## config.mk

```make
export PLATFORM = sky130hd
export DESIGN_NAME = aes_round_sched
export DESIGN_NICKNAME = d
export VERILOG_FILES = /design/src/rtl/aes_round_sched.sv
export SDC_FILE = /design/constraint.sdc
export NUM_CORES = 1
export LEC_CHECK = 0
export ABC_AREA = 1
export BUFFER_PORTS_ARGS = -buffer_cell sky130_fd_sc_hd__buf_2
export CORE_UTILIZATION = 47
export DETAILED_ROUTE_END_ITERATION = 10
export HOLD_SLACK_MARGIN = 0.06
export PLACE_DENSITY = 0.71
export SYNTH_ARGS = -nofsm -noshare
export SYNTH_HDL_FRONTEND = slang
export SYNTH_SLANG_ARGS = --single-unit
```

## constraint.sdc

```tcl
create_clock -name clk -period 1.4 [get_ports clk]
set_input_delay 0.42 -clock clk [delete_from_list [all_inputs] [get_ports clk]]
set_output_delay 0.42 -clock clk [all_outputs]
set_load 0.005 [all_outputs]
```

## src/rtl/aes_round_sched.sv

```systemverilog
// Round/step scheduler for the AES-256 core: sequences LOAD, NR rounds of five
// steps and a final column flush, emitting write strobes aligned to the registered S-Box.
module aes_round_sched #(
  parameter int NR = 14
) (
  input  logic       clk,
  input  logic       reset,
  input  logic       start,
  input  logic       stall,
  output logic [3:0] rnd_cnt,
  output logic [2:0] step,
  output logic       busy,
  output logic       load_state,
  output logic       key_wr,
  output logic       col_wr,
  output logic [1:0] col_idx,
  output logic       last_round,
  output logic       done
);

  typedef enum logic [2:0] {IDLE, LOAD, ROUND, FLUSH, DONE} state_t;

  localparam logic [3:0] NR_L = 4'(NR);

  state_t     state, nstate;
  logic [3:0] nrnd;
  logic [2:0] nstep;
  logic       nkey, ncol;
  logic [1:0] nidx;
  logic       key_q, col_q;

  always_comb begin
    nstate = state;
    nrnd   = rnd_cnt;
    nstep  = step;
    case (state)
      IDLE: begin
        nrnd  = 4'd0;
        nstep = 3'd0;
        if (start) nstate = LOAD;
      end
      LOAD: begin
        nstate = ROUND;
        nrnd   = 4'd1;
        nstep  = 3'd0;
      end
      ROUND: begin
        if (!stall) begin
          if (step == 3'd4) begin
            nstep = 3'd0;
            if (rnd_cnt == NR_L) nstate = FLUSH;
            else                 nrnd   = rnd_cnt + 4'd1;
          end else begin
            nstep = step + 3'd1;
          end
        end
      end
      FLUSH: begin
        if (!stall) begin
          nstate = DONE;
          nrnd   = 4'd0;
        end
      end
      DONE: begin
        nstate = IDLE;
        nrnd   = 4'd0;
        nstep  = 3'd0;
      end
      default: begin
        nstate = IDLE;
        nrnd   = 4'd0;
        nstep  = 3'd0;
      end
    endcase

    // S-Box result lags one step: step 0 writes back the previous round's column 3
    nkey = (nstate == ROUND) && (nstep == 3'd1);
    ncol = ((nstate == ROUND) && ((nstep >= 3'd2) || ((nstep == 3'd0) && (nrnd >= 4'd2))))
           || (nstate == FLUSH);
    nidx = ((nstate == ROUND) && (nstep >= 3'd2)) ? 2'(nstep - 3'd2)
                                                  : (ncol ? 2'd3 : 2'd0);
  end

  always_ff @(posedge clk) begin
    if (reset) begin
      state      <= IDLE;
      rnd_cnt    <= 4'd0;
      step       <= 3'd0;
      busy       <= 1'b0;
      load_state <= 1'b0;
      key_q      <= 1'b0;
      col_q      <= 1'b0;
      col_idx    <= 2'd0;
      last_round <= 1'b0;
      done       <= 1'b0;
    end else begin
      state      <= nstate;
      rnd_cnt    <= nrnd;
      step       <= nstep;
      busy       <= (nstate == LOAD) || (nstate == ROUND) || (nstate == FLUSH);
      load_state <= (nstate == LOAD);
      key_q      <= nkey;
      col_q      <= ncol;
      col_idx    <= nidx;
      last_round <= ((nstate == ROUND) || (nstate == FLUSH)) && (nrnd == NR_L);
      done       <= (nstate == DONE);
    end
  end

  // Strobes only exist in ROUND/FLUSH, so gating by stall alone suppresses a held step
  assign key_wr = key_q & ~stall;
  assign col_wr = col_q & ~stall;

endmodule

```

==> results.yml <==
critical_path:
  r2r_slack_ns: -0.27
  crit_path_start_kind: "flip-flop"
  required_ns: 1.61
  end_kind: "flip-flop"
  crit_arrival_ns: 1.88
  crit_fanout: 2
  path_class: "flip-flop to flip-flop"
yosys:
  synthDistinctLibCells: 23
  netlist_instances: 139
  ys_seq_elements: 18
  ys_async_sr_fraction_pct: 0
  synth_warnings: 0
  synth_edf_count: 0
  ys.flop_type: "dfxtp_1"
  synth_nets: 147
  synth.yosys.seq_area_share_pct: 37.9
  synth.avg_cell_area_um2: 6.83
  synth.cell_area_um2: 950
floorplanning:
  row_count: 15
  core_um2: 1800
  fp.dieH_um: 47.0
  pin_count: 19
  die_w_um: 47.0
  die_area_um2: 2200
  start_util_pct: 52.7
grt:
  gr-usage-all-layers_pct: 30.8
  grt_first_pass_wirelength_um: 4600
  grt_pass1_vias: 1092
  antenna_found_initial: 0
  gr-usage-met2_pct: 51.7
  global_route.usage.met3_pct: 8.85
  top_usage_layer: "met2"
  grt_overflow: 0
  grt_max_degree: 10
  grtUsageMet1_pct: 33.7
job:
  cap_violations: 0
sta:
  worst_pin_slew_ns: 0.312
  whs_ns: 0.433
  tns_ns: -1.84
  relSlewSlack_pct: 79.0
  timing.fmax_mhz: 600
  fin_crit_sh_pct: 119
  rsz0062_at_grt: "true"
  finalWorstSetupSlack_ns: -0.266
  skew_ns: 0.000843
  finalCriticalPeriod_ns: 1.67
  final_hold_viol_count: 0
  final_max_slew_viol_count: 0
  finalSetupViolations: 14
route:
  routed_wl_um: 3340
  drt_iter0_markers: 58
  vias_per_cell: 5.35
  first_pass_iters: 4
  routed-via-count: 1210
  wl_per_cell_um: 14.8
  drtAntennaViolNets: 0
  drc: 0
power_and_ir_drop:
  p_leak_nw: 0.783
  peakVddDrop_mv: 0.659
  finalPower_w: 0.00106
  power.density_nw_per_um2: 686
clock_network:
  clk_pin_slew_worst_paths_ns: 0.10
  cts_sinks: 18
  clkLatencyLatePin_ns: 0.30
  cts_tree: "built"
  cts_max_level: 1
  cts_made_buffers: 3
  root_buffer: "clkbuf_4"
  clockBufferDepth: 2
worst_hold_path:
  min_path_type: "input port to flip-flop"
layout:
  areaGrowthSynthToFinish_pct: 63.0
  final_common_cell: "buf_4"
  nFillCells: 111
  final_cells: 226
  final_cell_mix: "buf_4, nand2_1, inv_1, buf_2"
  finalNetCount: 211
  final_layout_size_suffix_gt1_share_pct: 52.7
  antenna_cells: 0
placed_design:
  io_buffer_count: 18
  dp_cells: 212
  dp_hpwl_um: 1950
  routabilityCongestion: 0.903
run_status:
  violations: "setup timing"
  run_status: "complete, but fails checks"
[power by group]
group / total (W) / internal, W / switching [W]
registers: 0.000547 / 0.000533 / 0.0000145
logic: 0.000249 / 0.000121 / 0.000127
clock network: 0.000266 / 0.000101 / 0.000165
total: 0.00106 / 0.000755 / 0.000307
[layout make-up]
class                      count  area (µm²)  area share (%)
multi-input combinational     97         622            40.2
clock buffer                   3        22.5            1.46
inverter                      22        82.6            5.34
tap                           25        31.3            2.02
sequential                    18         367            23.7
timing repair buffer          61         423            27.3
[stage by stage]
stage	instance area [µm²]	worst slack (ns)	utilization [%]
floorplan	978	-0.0290	-
global placement	1330	-0.205	73.8
detailed placement	1330	-0.275	73.8
CTS	1470	-0.121	81.6
global route	1550	-0.326	85.9
finish	1550	-0.266	85.9
[final timing paths]
kind / from / cells after the start / end
hold / removal: reset / 2 / step[1]
setup reg to reg: step[1] / 9 / step[2]
setup / recovery: step[1] / 9 / step[2]
hold reg to reg: state[0] / 1 / load_state
[critical path, cell delays in order (launching register included)]
cell and delay [ns]:
dfxtp_2 0.34, buf_4 0.13, ha_1 0.18, nand2_1 0.12, xnor2_2 0.13, nand2_2 0.08
buf_4 0.13, buf_4 0.12, buf_4 0.13, a21oi_1 0.21
[sequential cells by signal (all words and copies together) (netlist names)]
signal,cells
col_q,1
busy,1
done,1
col_idx,2
state,3
step,3
rnd_cnt,4
last_round,1
load_state,1
key_q,1
[metal layers]
layer	routed length, µm	share of wire (%)
met5	0	0
met3	282	8.4
met2	1560	47
met1	1280	38
met4	217	6.5
[synth_stat cells, types with 2 or more instances]
cell     instances  area (µm²)
nor2_2           3        18.8
a21oi_1          5        25.0
o21ai_1          2        10.0
o21ai_0          3        15.0
nand2_2          3        18.8
nand2_1         36         135
nand4_1          2        12.5
nor3_1           3        15.0
dfxtp_1         18         360
inv_1           22        82.6
nand3_1         12        60.1
nor2_1          16        60.1
ha_1             4        50.1
[logic make-up after synthesis]
group           Yosys count  share of synthesized area, %
compound gates           12                          6.72
xor+xnor                  1                         0.922
fa+ha+maj                 4                          5.27
buf+inv                  24                          9.88
flops                    18                          37.9
simple gates             80                          39.3
[what timing repair did]
item	CTS	global route
hold endpoints to repair	0	0
pin swaps	16	14
hold buffers	0	0
resized for setup	14	18
buffers inserted	9	2
setup endpoints to repair	11	15
(Power assumes the default switching activity.)
